**src/rtl/seg7_pkg.sv**
```systemverilog
// Shared constants and types for the binary-to-BCD 7-segment display driver.
// Segment encoding is {g,f,e,d,c,b,a}, active-low (0 lights a segment).
package seg7_pkg;

  localparam logic [6:0] SEG_BLANK = 7'h7F;
  localparam logic [6:0] SEG_DASH  = 7'h3F;

  // Segment patterns for decimal digits; entry k holds the code for digit k.
  localparam logic [9:0][6:0] SEG_TABLE = {
    7'h10, 7'h00, 7'h78, 7'h02, 7'h12,
    7'h19, 7'h30, 7'h24, 7'h79, 7'h40
  };

  typedef enum logic [1:0] {
    IDLE  = 2'd0,
    SHIFT = 2'd1,
    LATCH = 2'd2
  } state_t;

  // 10**n as a 64-bit value, used to size the largest displayable number.
  function automatic logic [63:0] pow10(input int n);
    logic [63:0] r;
    r = 64'd1;
    for (int i = 0; i < n; i++) r = r * 64'd10;
    return r;
  endfunction

endpackage

```
**src/rtl/bcd_to_seg7.sv**
```systemverilog
// Combinational decoder from one BCD digit to an active-low 7-segment pattern.
// Codes 10..15 never come out of the converter; they map to a blank digit.
module bcd_to_seg7
  import seg7_pkg::*;
(
  input  logic [3:0] bcd_digit,
  output logic [6:0] seg
);

  // Table lookup with blank as the fallback for non-decimal codes.
  always_comb begin
    seg = SEG_BLANK;
    case (bcd_digit)
      4'd0: seg = SEG_TABLE[0];
      4'd1: seg = SEG_TABLE[1];
      4'd2: seg = SEG_TABLE[2];
      4'd3: seg = SEG_TABLE[3];
      4'd4: seg = SEG_TABLE[4];
      4'd5: seg = SEG_TABLE[5];
      4'd6: seg = SEG_TABLE[6];
      4'd7: seg = SEG_TABLE[7];
      4'd8: seg = SEG_TABLE[8];
      4'd9: seg = SEG_TABLE[9];
      default: seg = SEG_BLANK;
    endcase
  end

endmodule

```
**src/rtl/bin_bcd_seg7_display.sv**
```systemverilog
// Sequential binary -> BCD -> 7-segment driver using a double-dabble engine
// that consumes one input bit per cycle. Optional build macro:
//   LEADING_ZERO_BLANK_EN - blank digits above the most significant non-zero
//                           digit (units digit always shown).
// Handshake: a value is accepted on a rising edge where in_valid && in_ready;
// in_ready is high only in IDLE, and the source must hold in_valid and
// in_value stable until that edge. Outputs update together with a one-cycle
// done pulse and otherwise hold, so the display never flickers.
module bin_bcd_seg7_display
  import seg7_pkg::*;
#(
  parameter int BIN_W  = 14,
  parameter int DIGITS = 4
) (
  input  logic                  clk,
  input  logic                  rst_n,
  input  logic                  in_valid,
  output logic                  in_ready,
  input  logic [BIN_W-1:0]      in_value,
  output logic                  busy,
  output logic                  done,
  output logic                  overflow,
  output logic [4*DIGITS-1:0]   bcd,
  output logic [7*DIGITS-1:0]   disp,
  output logic [1:0]            state_dbg
);

  localparam int              ACC_W    = 4 * DIGITS;
  localparam int              CNT_W    = $clog2(BIN_W + 1);
  localparam logic [63:0]     DEC_MAX  = pow10(DIGITS) - 64'd1;
  localparam logic [63:0]     BIN_MAX  = (64'd1 << BIN_W) - 64'd1;
  localparam logic [63:0]     MAX_VAL  = (DEC_MAX < BIN_MAX) ? DEC_MAX : BIN_MAX;
  localparam logic [CNT_W-1:0] CNT_INIT = CNT_W'(BIN_W);

  state_t                   state, state_next;
  logic [BIN_W-1:0]         sr;
  logic [ACC_W-1:0]         acc;
  logic [ACC_W-1:0]         acc_adj;
  logic [CNT_W-1:0]         cnt;
  logic                     ovf_pend;
  logic [DIGITS-1:0][6:0]   seg_raw;
  logic [7*DIGITS-1:0]      disp_next;
  logic [63:0]              in_ext;

  assign in_ready  = (state == IDLE);
  assign busy      = (state != IDLE);
  assign state_dbg = state;
  assign in_ext    = {{(64-BIN_W){1'b0}}, in_value};

  // State register; reset aborts any conversion in flight.
  always_ff @(posedge clk) begin
    if (!rst_n) state <= IDLE;
    else        state <= state_next;
  end

  // Next-state: accept in IDLE, shift BIN_W cycles, one latch cycle.
  always_comb begin
    state_next = state;
    case (state)
      IDLE:    if (in_valid) state_next = SHIFT;
      SHIFT:   if (cnt == CNT_W'(1)) state_next = LATCH;
      LATCH:   state_next = IDLE;
      default: state_next = IDLE;
    endcase
  end

  // Add-3 correction on every accumulator digit that is 5 or more.
  always_comb begin
    acc_adj = acc;
    for (int k = 0; k < DIGITS; k++) begin
      if (acc[4*k +: 4] >= 4'd5) acc_adj[4*k +: 4] = acc[4*k +: 4] + 4'd3;
    end
  end

  genvar g;
  generate
    for (g = 0; g < DIGITS; g++) begin : g_dec
      bcd_to_seg7 u_dec (
        .bcd_digit (acc[4*g +: 4]),
        .seg       (seg_raw[g])
      );
    end
  endgenerate

  // Assemble the display word: optional leading-zero blanking, dashes on overflow.
  always_comb begin
`ifdef LEADING_ZERO_BLANK_EN
    logic seen_nz;
    seen_nz   = 1'b0;
    disp_next = '0;
    for (int k = DIGITS - 1; k >= 0; k--) begin
      if (acc[4*k +: 4] != 4'd0) seen_nz = 1'b1;
      if (seen_nz || (k == 0)) disp_next[7*k +: 7] = seg_raw[k];
      else                     disp_next[7*k +: 7] = SEG_BLANK;
    end
`else
    disp_next = '0;
    for (int k = 0; k < DIGITS; k++) disp_next[7*k +: 7] = seg_raw[k];
`endif
    if (ovf_pend) disp_next = {DIGITS{SEG_DASH}};
  end

  // Datapath: capture on accept, shift while converting, publish in LATCH.
  always_ff @(posedge clk) begin
    if (!rst_n) begin
      sr       <= '0;
      acc      <= '0;
      cnt      <= '0;
      ovf_pend <= 1'b0;
      bcd      <= '0;
      overflow <= 1'b0;
      done     <= 1'b0;
      disp     <= {DIGITS{SEG_BLANK}};
    end else begin
      done <= 1'b0;
      case (state)
        IDLE: begin
          if (in_valid) begin
            sr       <= in_value;
            acc      <= '0;
            cnt      <= CNT_INIT;
            ovf_pend <= (in_ext > MAX_VAL);
          end
        end
        SHIFT: begin
          {acc, sr} <= {acc_adj[ACC_W-2:0], sr, 1'b0};
          cnt       <= cnt - CNT_W'(1);
        end
        LATCH: begin
          bcd      <= acc;
          overflow <= ovf_pend;
          disp     <= disp_next;
          done     <= 1'b1;
        end
        default: ;
      endcase
    end
  end

endmodule
```
**config.mk**
```make
export PLATFORM = sky130hd
export DESIGN_NAME = bin_bcd_seg7_display
export DESIGN_NICKNAME = d
export VERILOG_FILES = /design/src/rtl/seg7_pkg.sv /design/src/rtl/bcd_to_seg7.sv /design/src/rtl/bin_bcd_seg7_display.sv
export SDC_FILE = /design/constraint.sdc
export NUM_CORES = 1
export LEC_CHECK = 0
export BUFFER_PORTS_ARGS = -buffer_cell sky130_fd_sc_hd__buf_2
export CAP_MARGIN = 20
export CELL_PAD_IN_SITES_DETAIL_PLACEMENT = 2
export CELL_PAD_IN_SITES_GLOBAL_PLACEMENT = 2
export CORE_MARGIN = 2
export CORE_UTILIZATION = 38
export CTS_CLUSTER_DIAMETER = 50
export DETAILED_ROUTE_END_ITERATION = 6
export PLACE_DENSITY_LB_ADDON = 0.1
export SLEW_MARGIN = 30
export SYNTH_ARGS = -nofsm -noshare
export SYNTH_HDL_FRONTEND = slang
export SYNTH_SLANG_ARGS = --single-unit
```
**constraint.sdc**
```tcl
create_clock -name clk -period 6 [get_ports clk]
set_input_delay 0.6 -clock clk [delete_from_list [all_inputs] [get_ports clk]]
set_output_delay 0.6 -clock clk [all_outputs]
set_load 0.01 [all_outputs]
```
Word level (Yosys, flattened, before mapping)
Memory sizes are Yosys's and may differ from the RTL's. A register that Yosys moved wholly into a read port is not among the register bits. Cells that the tools add are included.

Word-level logic and storage cells: 57. Input bits: 17. Bits in latches: 0. Memories: 4. Output and inout bits: 50. RAM bits: 0. Bits in registers: 83. Bits in read-only memories: 448.

Memory list: (no name shown) (words 16, width 7, read ports 1, clocked after memory_dff 1, write ports 0, RTL line bcd_to_seg7.sv:13) `case (bcd_digit)`; (no name shown) (words 16, width 7, read ports 1, clocked after memory_dff 1, write ports 0, RTL line bcd_to_seg7.sv:13); (no name shown) (words 16, width 7, read ports 1, clocked after memory_dff 1, write ports 0, RTL line bcd_to_seg7.sv:13); (no name shown) (words 16, width 7, read ports 1, clocked after memory_dff 1, write ports 0, RTL line bcd_to_seg7.sv:13).

Multiply operators: 0. Equal/unequal tests: 5. Multiplexer cells: 23. Reductions and logical operators: 6. Shift-type cells: 0. Add/subtract/negate cells: 5. Bitwise logic cells: 0. $lt $le $gt $ge: 5. Div/mod/pow operators: 0.

Operators by type and width (number): $mux W4 (12); $pmux W16 S2 (1); $mux W28 (1); $pmux W14 S2 (1); $ge A4 B3 Y1 const B (4); $mux W16 (1); $gt A14 B14 Y1 const B (1); $mux W14 (1); $add A4 B2 Y4 const B (3); $pmux W4 S2 (1); $reduce_and A2 Y1 (3); $eq A4 B1 Y1 const B (1); $mux W2 (2); $ne A2 B2 Y1 const B (2); $pmux W2 S2 (1); $reduce_bool A2 Y1 (2); $sub A4 B1 Y4 const B (1); $add A3 B2 Y3 const B (1); $mux W3 (1); $eq A2 B1 Y1 const B (1); $eq A2 B2 Y1 const B (1); $logic_not A2 Y1 (1); $mux W1 (1).

Logic depth before layout (Yosys ltp)
Depth in word-level cells: 5. Mapped depth: 13. Depth with buffers taken out: 12.

Hierarchy
From an unflattened synthesis, not the netlist that was laid out.

Cells, all modules: 553. Area total of the unflattened synthesis: 4395.5 um^2.

Modules (own cells, without submodules): bin_bcd_seg7_display (instances 1, cells an instance 423, area an instance 3564.7 um^2, sequential area each 1661.6 um^2); bcd_to_seg7 (g_dec[0].u_dec ...) (instances 3, cells an instance 33, area an instance 210.2 um^2, sequential area each 0.0 um^2); bcd_to_seg7 (g_dec[1].u_dec) (instances 1, cells an instance 31, area an instance 200.2 um^2, sequential area each 0.0 um^2).

Least setup slack after synthesis
OpenSTA, ideal clock, no wires.

Path kind: in2reg. From: input rst_n. To: register g_dec[3].u_dec.seg[5] (netlist name). Setup time: 0.130 ns. Stages: 13. Arrival: 2.081 ns. Setup slack: 3.789 ns. Path through: buf_6 > and3b_1 > buf_4 > buf_6 > o311ai_1 > nor2_1 > a21oi_2 > inv_1 > ha_1 > nand2_1 > nand2_1 > mux2i_1 > a31oi_1.

Word-level cells in the longest chain between the ends: 1.

Ends and longest elaborated chain: start, declared (RTL line bin_bcd_seg7_display.sv:16) `input logic rst_n,`; $mux W4 (no line).

No other way between the ends. A chain may end at the register's enable or synchronous reset.

Worst setup path after layout
From: register state[0], in the netlist state_dbg[0]. To: register g_dec[3].u_dec.seg[1] (netlist name).

Word-level cells in the longest chain between the ends: 5. Elaborated cells between the ends (all ways): 8.

Ends and longest elaborated chain: start, declared (RTL line bin_bcd_seg7_display.sv:35) `state_t state, state_next;`; start signal, assigned (RTL line bin_bcd_seg7_display.sv:53) `else state <= state_next;`; $eq A2 B1 Y1 / $logic_not A2 Y1 (equally long branches) (RTL line bin_bcd_seg7_display.sv:116) `case (state)`; $reduce_bool A2 Y1 (no line) / $ne A2 B2 Y1 (equally long branches); $reduce_and A2 Y1 (no line); $mux W4 (no line) (*) (2 in series).

Every way passes the cells marked *; elsewhere a longest branch is shown, timed or not.

==> summary.txt <==
Outcome
  – Run status: completed

Layout
  – Finished Cell Area: roughly 5700 sq um
  – Share of cells above drive strength 1: 0.188
  – Final core occ: 0.452
  – Layout Area Growth over Synthesis: 14.7%
  – # diodes: 0
  – Final Net Count: about 670

Floorplan
  – Die H: roughly 120 um
  – Starting Density: 0.394
  – I/O Pins: between 60 and 70
  – Die Width: between 100 and 150 um
  – DIE AREA: between 10000 and 15000 sq um
  – FP Rows: just over 40
  – Core ar.: between 10000 and 15000 sq um

STA
  – Setup TNS: 0 ns
  – Unrepaired setup endpoints after global routing: false
  – Hold Slack: around 0.44 ns
  – Worst Clk Skew: 0.0108 ns
  – Crit path time final: 3.44 ns
  – Max_slew headroom: 0.410
  – Final setup fails: 0
  – Final Max Tran Viols: 0
  – Final hold violation count: 0
  – Period utilization: 0.573
  – Worst-Margin Slew: about 0.89 ns
  – Fmax: slightly below 300 MHz
  – Fin worst setup slack: between 2 and 3 ns

GRT
  – Vias in the first global route: 4612
  – Initial antenna violation count: 0
  – Total grt overflow: 0
  – Largest net degree at the start of global routing: between 40 and 50
  – GRT Overall Usage: 0.211
  – First-pass GRT wire length: between 20000 and 25000 um

Detailed routing
  – DR pass1 iterations: 4
  – M1 WL: approximately 6500 um
  – DR vias: around 4200
  – Routed wire length: between 10000 and 15000 um
  – DR top layer: met4
  – Routed Antenna Nets: 0
  – Initial DRC Count: approximately 130
  – WL met3: 322 um
  – Via density: 5.23
  – DR WL met2: 7400 um
  – DRC viols: 0
  – WL/cell: ~18 um

Setup path
  – Reg2reg setup slack: approximately 2.6 ns
  – Crit-path cells: o21bai_2 -> and2_1 -> nand2_1 -> nand2_1 -> inv_1 -> ha_1 -> o21ai_0 -> o21ai_0
  – Crit path DAT: ~3.7 ns
  – FF-to-FF End: g_dec[3].u_dec.seg[1]
  – Crit path launch: state_dbg[0]
  – Worst Setup End Kind: register
  – Critical path type: reg2reg
  – Max stage delay cell, worst path: and2_1
  – Worst Setup EP: g_dec[3].u_dec.seg[1]
  – Crit-path max cell delay: roughly 0.82 ns
  – Worst Reg-to-Reg Cells: 8
  – Worst endpoint required time: 6.25 ns
  – Critical-path maximum fanout: 22
  – Startpoint types: register
  – Reg2reg start: state_dbg[0]

Synthesis
  – Number of synthesis warnings: 0
  – Syn_area_per_cell: a little under 9 sq um
  – Instance count of the mapped netlist: roughly 570
  – Sequential fraction of the synthesis area: 0.443
  – EDFF count, synth: 0
  – Most used DFF post-synth: dfxtp_1
  – Number of distinct library cells after synthesis: 55
  – Post-synth ARST share: 0
  – Netlist Area Pre-Place: 5010 sq um
  – Largest area contributor in the netlist: dfxtp_1
  – Area fraction of the dominant cell type after synthesis: 0.443
  – Post-Syn Nets: between 600 and 700
  – Largest cells by area after synthesis: dfxtp_1, nand2_1, ha_1
  – Post-synthesis register bit count: around 110

Clock network
  – CTS tree: built
  – CTS max path bufs: 2
  – CTS Hold Bufs: 0
  – Worst-path clk slew: about 0.080 ns
  – Post-cts resize count: 0
  – Root Driver: clkbuf_16
  – CTS Sinks: 111
  – Htree depth: 3
  – Number of buffers created by CTS: 9
  – Skew-Pair Late Insertion Delay: around 0.36 ns
  – Post-CTS setup buffer count: 0

Hold path
  – Hold Crit Class: reg2reg

Placed design
  – Setup WS pre-CTS: around 2.6 ns
  – RePlAce Congestion: between 0.8 and 0.9
  – DPL Wire Length: ~9800 um
  – Cell Area, Placed: 5430 sq um
  – IO buf count: 66

Power
  – Leak pwr: between 0.002 and 0.003 uW
  – VDD IR max: between 0.0001 and 0.00015 V
  – PwrDens: roughly 270 nW/um^2

Flow run
  – Maxcap violations: 0
cells in the final DEF (no fill, tap or decap), types with 3 or more instances in the layout:
master	instances
a211oi_2	5
a211oi_4	3
a21o_1	15
a21oi_1	49
a22o_1	3
a22oi_1	11
a31oi_1	4
and3_1	4
and4b_1	4
buf_2	66
buf_4	4
clkbuf_16	9
dfxtp_1	111
ha_1	30
inv_1	28
inv_2	7
mux2i_1	6
nand2_1	117
nand2b_1	5
nand3_1	31
nand3b_1	4
nor2_1	28
nor2_2	3
o21a_1	3
o21ai_0	26
o21ai_1	3
o22ai_1	10
power by group:
| group | total [uW] | internal, uW | switching [uW] |
|---|---|---|---|
| Combinational | 102 | 33.9 | 68.1 |
| Sequential | 775 | 756 | 18.9 |
| Clock | 648 | 368 | 280 |
area by class of cell:
type / instances / area [sq um]
clock buffers: 11 / 233
clock inverters: 5 / 81.3
fillers: 1469 / 6980
inverters: 35 / 131
multi-input cells: 400 / 2500
flip-flops and latches: 111 / 2220
well taps: 172 / 215
repair buffers: 70 / 360
synthesized netlist by cell type (2+ instances only):
| cell | number |
|---|---|
| nand3_1 | 31 |
| nand2_1 | 117 |
| buf_2 | 7 |
| nand2b_2 | 2 |
| buf_4 | 2 |
| a22o_1 | 3 |
| a21o_1 | 15 |
| mux2i_1 | 6 |
| o21ai_0 | 26 |
| a21oi_1 | 49 |
| nand3b_1 | 4 |
| a31oi_1 | 4 |
| a2111oi_2 | 2 |
| nor3_1 | 2 |
| and2_1 | 2 |
| nor2_1 | 28 |
| nand2_2 | 2 |
| inv_1 | 28 |
| nor3b_1 | 2 |
| a211o_1 | 2 |
| buf_6 | 4 |
| clkbuf_1 | 11 |
| mux2i_2 | 2 |
| o22ai_1 | 10 |
| nor4bb_1 | 2 |
| dfxtp_1 | 111 |
| and4b_1 | 4 |
| nor2_2 | 3 |
| a211oi_2 | 5 |
| a211oi_4 | 3 |
| and4bb_1 | 2 |
| and3_1 | 4 |
| ha_1 | 30 |
| inv_2 | 7 |
| o21ai_1 | 3 |
| nand2b_1 | 5 |
| a22oi_1 | 11 |
| nand2b_4 | 2 |
| o21a_1 | 3 |
kinds of logic after synthesis:
family / Yosys count / share of synthesized area
adders and majority gates: 30 / 0.0749
buffers and inverters: 61 / 0.0572
and+or+nand+nor: 218 / 0.208
muxes: 9 / 0.0197
DFF: 111 / 0.443
AOI/OAI and AO/OA: 143 / 0.197
flip-flops by register name, summed over array words and instances (netlist names):
name	count
acc	16
bcd	16
cnt	4
disp	28
done	1
g_dec.u_dec.seg	28
overflow	1
ovf_pend	1
sr	14
state_dbg	2
through the flow:
step | std cells | power (uW)
after floorplan | 572 | 861
after global placement | 788 | 886
after detailed placement | 788 | 893
after CTS | 804 | 1540
after global routing | 804 | 1590
final | 804 | 1520
routing by layer:
layer,track usage,up-vias
met5,0,-
met4,0.0662,0
met3,0.0287,13
met2,0.384,63
met1,0.256,2066
li1,-,2059
worst min path at each step:
| stage | start | end | slack (ns) | cells past startpoint |
|---|---|---|---|---|
| 3_3_place_gp | g_dec[1].u_dec.seg[4] | disp[11] | 0.42 | 2 |
| 2_1_floorplan | sr[10] | sr[11] | 0.41 | 2 |
| 5_1_grt | g_dec[1].u_dec.seg[1] | disp[8] | 0.46 | 2 |
| 4_1_cts | sr[10] | sr[11] | 0.45 | 2 |
| 3_5_place_dp | g_dec[1].u_dec.seg[1] | disp[8] | 0.43 | 2 |
| 6_report | g_dec[1].u_dec.seg[1] | disp[8] | 0.44 | 2 |
worst max-delay path, delay by kind of cell (launching register included):
family / cells / cell delay, ns
buf+inv: 1 / 0.14
flops: 1 / 0.57
simple gates: 3 / 1.24
compound gates: 3 / 1.05
fa+ha+maj: 1 / 0.31
No activity file was read; power rests on OpenSTA's default activity.
